### config.mk
export PLATFORM = sky130hd
export DESIGN_NAME = alu_exec_unit
export DESIGN_NICKNAME = d
export VERILOG_FILES = /design/src/rtl/alu_exec_unit.sv
export SDC_FILE = /design/constraint.sdc
export NUM_CORES = 1
export LEC_CHECK = 0
export CAP_MARGIN = 20
export CORE_MARGIN = 10
export CORE_UTILIZATION = 50
export DETAILED_ROUTE_END_ITERATION = 10
export MAX_ROUTING_LAYER = met4
export PLACE_DENSITY = 0.75
export SKIP_LAST_GASP = 1
export SYNTH_ARGS = -nofsm -noshare
export SYNTH_HDL_FRONTEND = slang
export SYNTH_SLANG_ARGS = --single-unit
### constraint.sdc
create_clock -name clk_i -period 3 [get_ports clk_i]
set_input_delay 0.3 -clock clk_i [delete_from_list [all_inputs] [get_ports clk_i]]
set_output_delay 0.3 -clock clk_i [all_outputs]
set_load 0.1 [all_outputs]
### src/rtl/alu_exec_unit.sv
// Execute-stage ALU: single-cycle logic/arith/slt, iterative 1-bit-per-cycle shifts.
// Optional overflow output enabled by defining ALU_OVERFLOW_EN.
module alu_exec_unit #(
  parameter int unsigned DATA_W  = 32,
  parameter int unsigned SHAMT_W = 5
) (
  input  logic               clk_i,
  input  logic               rst_i,
  input  logic               valid_i,
  output logic               ready_o,
  input  logic [3:0]         ctrl_i,
  input  logic [DATA_W-1:0]  src1_i,
  input  logic [DATA_W-1:0]  src2_i,
  input  logic [SHAMT_W-1:0] shamt_i,
  output logic [DATA_W-1:0]  result_o,
  output logic               zero_o,
  output logic               valid_o,
  input  logic               ready_i
`ifdef ALU_OVERFLOW_EN
  ,
  output logic               overflow_o
`endif
);

  localparam logic [3:0] OpAnd  = 4'b0000;
  localparam logic [3:0] OpOr   = 4'b0001;
  localparam logic [3:0] OpAdd  = 4'b0010;
  localparam logic [3:0] OpSub  = 4'b0110;
  localparam logic [3:0] OpSlt  = 4'b0111;
  localparam logic [3:0] OpSll  = 4'b1000;
  localparam logic [3:0] OpSrl  = 4'b1001;
  localparam logic [3:0] OpNor  = 4'b1100;
  localparam logic [3:0] OpNand = 4'b1101;

  localparam logic [SHAMT_W-1:0] CntZero = '0;
  localparam logic [SHAMT_W-1:0] CntOne  = {{(SHAMT_W-1){1'b0}}, 1'b1};

  typedef enum logic [1:0] {StIdle, StShift, StDone} state_e;

  state_e              r_state, w_state_d;
  logic [DATA_W-1:0]   r_work, w_work_d;
  logic [DATA_W-1:0]   r_result, w_result_d;
  logic [SHAMT_W-1:0]  r_cnt, w_cnt_d;
  logic                r_dir_right, w_dir_right_d;
  logic                r_zero, w_zero_d;

  logic [DATA_W-1:0]   w_sum, w_diff, w_alu_res, w_shifted;
  logic                w_is_shift;

  // Combinational ALU on the live inputs; only used on the accepting edge.
  always_comb begin
    w_sum     = src1_i + src2_i;
    w_diff    = src1_i - src2_i;
    w_alu_res = '0;
    case (ctrl_i)
      OpAnd:        w_alu_res = src1_i & src2_i;
      OpOr:         w_alu_res = src1_i | src2_i;
      OpAdd:        w_alu_res = w_sum;
      OpSub:        w_alu_res = w_diff;
      OpSlt:        w_alu_res = {{(DATA_W-1){1'b0}}, ($signed(src1_i) < $signed(src2_i))};
      OpSll, OpSrl: w_alu_res = src2_i;
      OpNor:        w_alu_res = ~(src1_i | src2_i);
      OpNand:       w_alu_res = ~(src1_i & src2_i);
      default:      w_alu_res = '0;
    endcase
  end

  assign w_is_shift = (ctrl_i == OpSll) || (ctrl_i == OpSrl);
  assign w_shifted  = r_dir_right ? (r_work >> 1) : (r_work << 1);

`ifdef ALU_OVERFLOW_EN
  logic r_ovf, w_ovf_d, w_alu_ovf;

  always_comb begin
    w_alu_ovf = 1'b0;
    if (ctrl_i == OpAdd) begin
      w_alu_ovf = (src1_i[DATA_W-1] == src2_i[DATA_W-1]) &&
                  (w_sum[DATA_W-1] != src1_i[DATA_W-1]);
    end else if (ctrl_i == OpSub) begin
      w_alu_ovf = (src1_i[DATA_W-1] != src2_i[DATA_W-1]) &&
                  (w_diff[DATA_W-1] != src1_i[DATA_W-1]);
    end
  end
`endif

  always_comb begin
    w_state_d     = r_state;
    w_work_d      = r_work;
    w_result_d    = r_result;
    w_cnt_d       = r_cnt;
    w_dir_right_d = r_dir_right;
    w_zero_d      = r_zero;
`ifdef ALU_OVERFLOW_EN
    w_ovf_d       = r_ovf;
`endif
    case (r_state)
      StIdle: begin
        if (valid_i) begin
          if (w_is_shift && (shamt_i != CntZero)) begin
            w_work_d      = src2_i;
            w_cnt_d       = shamt_i;
            w_dir_right_d = (ctrl_i == OpSrl);
            w_state_d     = StShift;
          end else begin
            w_result_d = w_alu_res;
            w_zero_d   = (w_alu_res == '0);
`ifdef ALU_OVERFLOW_EN
            w_ovf_d    = w_alu_ovf;
`endif
            w_state_d  = StDone;
          end
        end
      end
      StShift: begin
        w_work_d = w_shifted;
        w_cnt_d  = r_cnt - CntOne;
        // Last shift step writes the result directly so DONE follows k shift edges.
        if (r_cnt == CntOne) begin
          w_result_d = w_shifted;
          w_zero_d   = (w_shifted == '0);
`ifdef ALU_OVERFLOW_EN
          w_ovf_d    = 1'b0;
`endif
          w_state_d  = StDone;
        end
      end
      StDone: begin
        if (ready_i) w_state_d = StIdle;
      end
      default: w_state_d = StIdle;
    endcase
  end

  always_ff @(posedge clk_i) begin
    if (!rst_i) begin
      r_state     <= StIdle;
      r_work      <= '0;
      r_result    <= '0;
      r_cnt       <= '0;
      r_dir_right <= 1'b0;
      r_zero      <= 1'b0;
`ifdef ALU_OVERFLOW_EN
      r_ovf       <= 1'b0;
`endif
    end else begin
      r_state     <= w_state_d;
      r_work      <= w_work_d;
      r_result    <= w_result_d;
      r_cnt       <= w_cnt_d;
      r_dir_right <= w_dir_right_d;
      r_zero      <= w_zero_d;
`ifdef ALU_OVERFLOW_EN
      r_ovf       <= w_ovf_d;
`endif
    end
  end

  assign ready_o  = (r_state == StIdle);
  assign valid_o  = (r_state == StDone);
  assign result_o = r_result;
  assign zero_o   = r_zero;
`ifdef ALU_OVERFLOW_EN
  assign overflow_o = r_ovf;
`endif

endmodule

Word level (Yosys, flattened, before mapping)
Cells that the tools add are included.
{"block": "totals", "reg_bits": 73, "latchBits": 0, "ramBits": 0, "rom_bits": 0, "input_bits": 77, "output_inout_bits": 35, "elab_cells": 64, "n_memories": 0}
{"block": "classes", "addsub": 3, "multipliers": 0, "n_div": 0, "n_lt_le_gt_ge": 1, "n_eq_ne": 16, "shift": 0, "muxes": 21, "bitwise_logic": 4, "reduce_logical": 13}
{"op": "$pmux W32 S8", "n": 1}
{"op": "$mux W32", "n": 6}
{"op": "$pmux W32 S2", "n": 2}
{"op": "$logic_not A32 Y1", "n": 2}
{"op": "$not A32 Y32", "n": 2}
{"op": "$add A32 B32 Y32", "n": 1}
{"op": "$and A32 B32 Y32", "n": 1}
{"op": "$lt A32 B32 Y1", "n": 1}
{"op": "$or A32 B32 Y32", "n": 1}
{"op": "$sub A32 B32 Y32", "n": 1}
{"op": "$eq A4 B4 Y1 const B", "n": 4}
{"op": "$mux W5", "n": 2}
{"op": "$pmux W5 S2", "n": 1}
{"op": "$reduce_and A3 Y1", "n": 3}
{"op": "$eq A4 B3 Y1 const B", "n": 2}
{"op": "$mux W2", "n": 4}
{"op": "$ne A2 B2 Y1 const B", "n": 3}
{"op": "$pmux W2 S3", "n": 1}
{"op": "$eq A5 B1 Y1 const B", "n": 1}
{"op": "$reduce_bool A5 Y1", "n": 1}
{"op": "$sub A5 B1 Y5 const B", "n": 1}
{"op": "$eq A4 B1 Y1 const B", "n": 1}
{"op": "$eq A4 B2 Y1 const B", "n": 1}
{"op": "$logic_not A4 Y1", "n": 1}
{"op": "other kinds (11)", "n": 14}

Depth between registers and ports, before layout
{"block": "logic_depth", "depth_word": 7, "ltp_mapped": 15, "ltp_nobuf": 14}

Worst setup path after synthesis
Ideal clock, no wire load.
{"block": "synth_path", "path_type": "input to register", "start": "in src1_i[0]", "end": "reg r_zero (netlist: zero_o)", "setup_time_ps": 84, "arrival_time_ps": 3172, "required_time_ps": 2916, "path_slack_ps": -256, "stages": 14, "n_path_buf": 0, "cell_sequence": "inv_1 -> ha_1 -> fa_1 -> o21bai_1 -> a2111oi_4 -> nor4_4 -> o311ai_2 -> o211ai_1 -> o21ai_0 -> a2bb2oi_2 -> or4_4 -> nor4_2 -> nand4_1 -> o31ai_2"}
{"block": "synth_via", "elab_chain_cells": 7, "word_cells_on_any_way": 12, "cone_classes": "add/sub (2); order compare (1); mux (4); bitwise (4); reduce/logical (1)"}
{"item": "start, declared", "line": "12", "rtl": "input logic [DATA_W-1:0] src1_i,"}
{"item": "parallel branches: the longest is 2 deep, another holds $sub A32 B32 Y32"}
{"item": "$pmux W32 S8 *", "line": "55", "rtl": "case (ctrl_i)"}
{"item": "$logic_not A32 Y1 *", "line": "106", "rtl": "w_zero_d = (w_alu_res == '0);"}
{"item": "$mux W1 *", "line": "99", "rtl": "if (w_is_shift && (shamt_i != CntZero)) begin"}
{"item": "$mux W1 *", "line": "98", "rtl": "if (valid_i) begin"}
{"item": "$pmux W1 S2 *", "line": "96", "rtl": "case (r_state)"}
{"item": "end signal, assigned", "line": "151", "rtl": "r_zero <= w_zero_d;"}
{"item": "end, declared", "line": "45", "rtl": "logic r_zero, w_zero_d;"}
Every way passes the cells marked *. The select of a mux whose other input is x is not followed.
A chain may end at the register's enable or synchronous reset.

Worst setup path in the final report
{"block": "layout_path", "start": "in ctrl_i[0]", "end": "reg r_zero (netlist: zero_o)"}
{"block": "layout_via", "elab_chain_cells": 7, "word_cells_on_any_way": 19, "cone_classes": "eq/ne (9); mux (4); reduce/logical (6)"}
{"item": "start, declared", "line": "11", "rtl": "input logic [3:0] ctrl_i,"}
{"item": "$eq A4 B4 Y1", "line": "55, 68"}
{"item": "$reduce_or A2 Y1", "line": "55"}
{"item": "$pmux W32 S8", "line": "55"}
{"item": "$logic_not A32 Y1", "line": "106"}
{"item": "$mux W1", "line": "99"}
{"item": "$mux W1", "line": "98"}
{"item": "$pmux W1 S2", "line": "96"}
Parallel ways exist; a longest one is shown, timed or not. The select of a mux whose other input is x is not followed.

==> reports/qor.csv <==
metric,value,unit
Critical-path top delay cell,clkdlybuf4s50_1,
Worst Hold Depth,2,
Max Cap Viol,0,
number of nets in the layout,2141,
"Distinct cells, synth",91,
Crit path depth,14,
Fmax,307,MHz
Sw Ratio,42.4,%
Reg power frac,20.6,%
Min-Delay Path Class,register to register,
"Top FF cell, synth",dfxtp_1,
DRC viols,0,
Syn-to-layout area delta,62.5,%
critical path's top delay family,simple AND/OR/NAND/NOR gates,
WP buf/inv,3,
DRT Pass-1 Iters,6,
Placed Instances,2168,
Post-DRT Antenna Nets,0,
cell mode on critical path,nand4_1,
max-slew violation count,0,
CP required,3.26,ns
"Largest stage delay, worst path",0.50,ns
"commonest non-fill, non-tap cells in the layout","498 x buf_4, 136 x nand2_1, 135 x a21oi_1",
worst-path fanout max,19,
width of the chip,161,µm
fin crit period,3.26,ns
Layout Cells excl Fill,2222,
post-DP HPWL,38.3,mm
share of layout cells above drive strength 1,39.2,%
WS Path Type,input pin to register,
Startpoint Class,input pin,
"Period Utilization, post-route",109,%
GRT overflow,0,
worst-skew pair later-pin latency,0.35,ns
Initial Util,50.9,%
via count,14200,
combinational group share of total power,58.7,%
Avg Synthesized Cell Area,6.91,µm²
RSZ-0062 raised after global routing,true,
top cell type's share of synthesized area,14.7,%
I/O pins,112,
final setup TNS,-0.977,ns
"most common cell after layout, fill and taps aside",buf_4,
first-pass GRT wire length,74.2,mm
Power Dens Cells,325,nW/µm²
Met2 Wirelength,22.4,mm
Design Power,5250,µW
"FFs w/ async S/R, synth",0,%
site row count,51,
vias in the first global route,13500,
wire length on met3,5.17,mm
worst reg2reg path depth,12,
Synth Register Bits,73,
clock slew at reported path FFs,0.06,ns
drt wl/cell,22.4,µm
Total GRT Usage,36.5,%
initial antenna violation count,1,
uppermost routed layer,met4,
clock skew,0.00655,ns
"critical path, cell by cell","clkdlybuf4s50_1, buf_12, nor3_1, buf_4, nand2_1, o221ai_1, a221oi_1, and3b_1, nand4_1, nor4_1, nand4_1, nor4_4, nand4_1, o31ai_2",
worst reg-to-reg setup slack,0.19,ns
Setup Viol. Count Final,8,
post-synth top area cell,dfxtp_1,
PortBufs,111,
clock share of power,20.7,%
Placement Setup Slack,-1.13,ns
VDD IR max,0.317,mV
Core Area,19500,µm²
dominant cells by area after synthesis,"dfxtp_1 15%, ha_1 14%, a21oi_1 8.3%",
initial drt markers,1722,
Switch Pwr,2230,µW
status,"complete, but fails checks",
final setup margin,-0.262,ns
H-tree Lvls,3,
met1 WL,18.3,mm
largest net degree at the start of global routing,55,
final hold violations,0,
Critical Path Sink Type,register,
Leakage,0.00710,µW
Placer Congestion,1.08,
ant diodes,0,
die area,25900,µm²
clock root buffer,clkbuf_16,
Die Y-Extent,161,µm
Vias/cell,6.38,
Syn Std Cell Area,9950,µm²
CTS tree,done,
Max-slew headroom,56.0,%
cts bufs inserted,9,
total wire length,49.8,mm
post-synthesis sequential area ratio,14.7,%
clk sink count,73,
Post-synth EDFFs,0,
worst-case clock buffer depth,2,
Ys Warns,0,
post-synthesis net count,1628,
Arrival @ worst endpoint,3.52,ns
failing checks,negative setup slack,
Internal Power,3030,µW
Slew @ Worst Pin,0.655,ns
Mapped Cells,1439,
-- synth_stat cells (all sizes together) (6+ instances only) --
cell type,count
a21oi,165
nand2,141
nor2,133
ha,110
inv,107
o21ai,76
dfxtp,73
a211oi,70
clkbuf,69
o211ai,49
nor3,36
buf,33
nor2b,31
nor4,25
nand3,22
mux2i,18
a21o,17
o31ai,17
a31oi,14
nand2b,14
nand4,14
a221oi,12
and2,12
o22ai,11
a211o,9
a221o,9
a22oi,9
o21bai,9
o221ai,9
o21a,8
xnor2,8
a2111oi,7
o31a,6
-- power by group through the flow --
stage | sequential, µW | clock [µW] | combinational (µW)
floorplan | 1330 | 0 | 1100
global placement | 1090 | 0 | 2620
detailed placement | 1100 | 0 | 2640
CTS | 1080 | 1080 | 2830
global route | 1080 | 1120 | 3240
finish | 1080 | 1090 | 3080
-- path summary, 6_finish.rpt --
check / from / end
worst max-delay path: ctrl_i[0] / zero_o
worst max register to register: r_cnt[0] / zero_o
worst min-delay path: result_o[22] / result_o[22]
worst min register to register: result_o[22] / result_o[22]
-- worst register-to-register path: stages, from the launching register on --
cell and delay, ns:
dfxtp_1 0.39, ha_1 0.17, nand2_1 0.06, nor4_1 0.34, a31oi_1 0.13, nor2_1 0.22, o2111a_1 0.28, nand4_1 0.11
nor4_1 0.26, nand4_1 0.21, nor4_4 0.22, nand4_1 0.15, o31ai_2 0.19
-- layer usage --
layer | global-route usage, % | vias up
met1 | 42.5 | 6585
met3 | 6.20 | 281
met2 | 57.8 | 973
li1 | - | 6340
met4 | 22.2 | 0
met5 | - | -
-- state kept, by name, indices dropped and copies added (netlist names) --
name,count
r_work,32
result_o,32
r_cnt,5
r_state,2
r_dir_right,1
zero_o,1
-- layout make-up --
type	count	area (µm²)
Sequential cell	73	1460
Tap cell	265	332
Clock inverter	7	70.1
Inverter	108	415
Timing Repair Buffer	604	4910
Fill cell	1311	3360
Multi-Input combinational cell	1156	8760
Clock buffer	9	225
-- through the flow --
stage               util (%)  instance area, µm²  hold slack (ns)
global placement        74.2               14500            0.441
detailed placement      74.2               14500            0.451
global route            82.8               16200            0.476
CTS                     79.5               15500            0.440
finish                  82.8               16200            0.456
floorplan                  -                9980            0.418
-- timing repair --
item                       CTS  global route
hold endpoints to repair     0             0
hold buffers                 0             0
setup buffers               22            17
setup endpoints to repair   23            20
gates resized for setup    201           165
pin swaps                   50            67
cloned                       0             0
-- kinds of logic after synthesis --
kind of cell               after synthesis  synth area share [%]
buffers and inverters                  210                  8.34
xor gates and xnor gates                 8                 0.704
AOI/OAI and AO/OA                      553                  37.7
and+or+nand+nor                        464                  22.4
muxes                                   19                  1.92
DFF                                     73                  14.7
adders and majority gates              112                  14.2
Power figures use the tool's default switching activity.
==> RTL edit: new RTL, same flow settings <==
The 3 states of `state_e` get a one-hot encoding in 3 bits.
--- a/src/rtl/alu_exec_unit.sv
+++ b/src/rtl/alu_exec_unit.sv
@@ -37,3 +37,3 @@
 
-  typedef enum logic [1:0] {StIdle, StShift, StDone} state_e;
+  typedef enum logic [2:0] {StIdle = 3'b001, StShift = 3'b010, StDone = 3'b100} state_e;
 
Behaviour: no difference found for any inputs over 4 cycles, from zero or initial values and one cycle with rst_i low; so few cycles prove little.
==> RTL edit against the unedited design <==
  * Total power grew 6.7%
  * First-iteration DRC count grew 49%
  * Clock skew barely moved
  * Sequential cell count rose by 1
  * The run ends with design-rule violations, negative setup slack left
  * Sequential share of layout area is 0.55 points lower
  * Non-clock buffer count increased by 65
  * Area after synthesis rose by 2.3%
  * Setup slack got worse by 0.43 ns
  * Maximum frequency is 12% lower
  * Combinational power grew 9.1%
  * Routed wire length up 11%
  * Count of clock-buffer cells in the layout did not move
  * Final area is 7.9% higher
  * Clock power up 7%
==> RTL edit: results (changes against the unedited design) <==
- The synthesized area per cell is 7.02 um2 (+1.6%).
- The total of endpoints with negative setup slack in the final report is 16 (+8).
- The total instance count after detailed placement was 2209 (+1.9%).
- The number of signal-net buffers in the layout is 669 (+11%).
- The static leakage power was 0.00761 uW (+7.1%).
- The maximum number of pins on one net before global-route repair was 52 (-5.5%).
- The number of fill cells was 1100 (-16%).
- The post-CTS setup repair buffer count came to 48 (+120%).
- The total wirelength of the detailed-routed design is 55400 um (+11%).
- The inverter count came to 103 (-4.6%).
- The multi-input logic area is 0.00942 mm2 (+7.6%).
- The transition time at the pin with the least slew margin was 0.700 ns (+0.0451 ns).
- The fraction of final layout cells with drive strength greater than 1 is 0.452 (+0.0604).
- The met2 track demand over resource came to 0.594 (+0.0159).
- The met1 demand-to-capacity share in global routing came to 0.476 (+0.0508).
- The number of clock sinks seen by CTS is 74 (+1.4%).
- The combined flip-flop and latch cell area is 0.00148 mm2 (+1.4%).
- The slowest stage cell on the critical path is sky130_fd_sc_hd__or4_4.
- The clock network fraction of total power is 0.210 (+0.003).
- The met3 wire length was 7000 um (+35%).
- The number of unique standard cell types used by synthesis is 104 (+14%).
- The worst supply voltage drop on vdd is 0.284 mV (-10%).
- The total power divided by cell area is 321 mW/mm2 (-1.1%).
- The met2 routed wirelength was 24000 um (+7.3%).
- The worst setup slack after layout is -0.687 ns (-0.426 ns).
- The detailed-routing iteration count for the pre-antenna-repair pass is 9 (+3).
- The combinational cell power is 3360 uW (+9.1%).
- The total power of the final layout is 5600 uW (+6.7%).
- The DRC violation count after routing is 1 (+1).
- The number of antenna repair diodes is 1 (+1).
- The fraction of area in clock buffers and inverters came to 0.0187 (+0.000388).
- The final reports fail on design-rule violations, negative setup slack.
- The initial DRC count was 2559 (+49%).
- The instance area after placement came to 0.0149 mm2 (+2.5%).
- The synthesized netlist net count was 1639 (+0.68%).
- The number of vias per cell after detailed routing is 6.62 (+3.7%).
- The run finished, with violations left.
- The worst slack after detailed placement is -1.45 ns (-0.319 ns).
-- RTL edit: cell count changes after synthesis, sizes merged, moves of 11 or more --
cell / change
buf: +11
a31oi: +13
nand2: +56
a221oi: +16
clkbuf: -12
a211oi: -31
a21oi: -37
-- RTL edit: cells by family (layout without fill, tap and decap cells) --
kind of cell | Yosys count | count (layout) | synth area share
AND/OR/NAND/NOR | 531 | 531 | 0.252
AO/OA/AOI/OAI | 497 | 497 | 0.349
buffers and inverters | 204 | 788 | 0.0830
adder cells (fa/ha/maj) | 112 | 112 | 0.139
flip-flops | 74 | 74 | 0.146
multiplexers | 28 | 28 | 0.0281
XOR/XNOR | 4 | 4 | 0.00344
other | 0 | 1 | 0
-- RTL edit: final timing paths --
| check | startpoint | to | cells past startpoint |
|---|---|---|---|
| worst max-delay path | src1_i[0] | zero_o | 17 |
| worst min-delay path | src2_i[0] | r_work[0] | 4 |
| worst max register to register | r_state[2] | zero_o | 13 |
| worst min register to register | result_o[4] | result_o[4] | 2 |
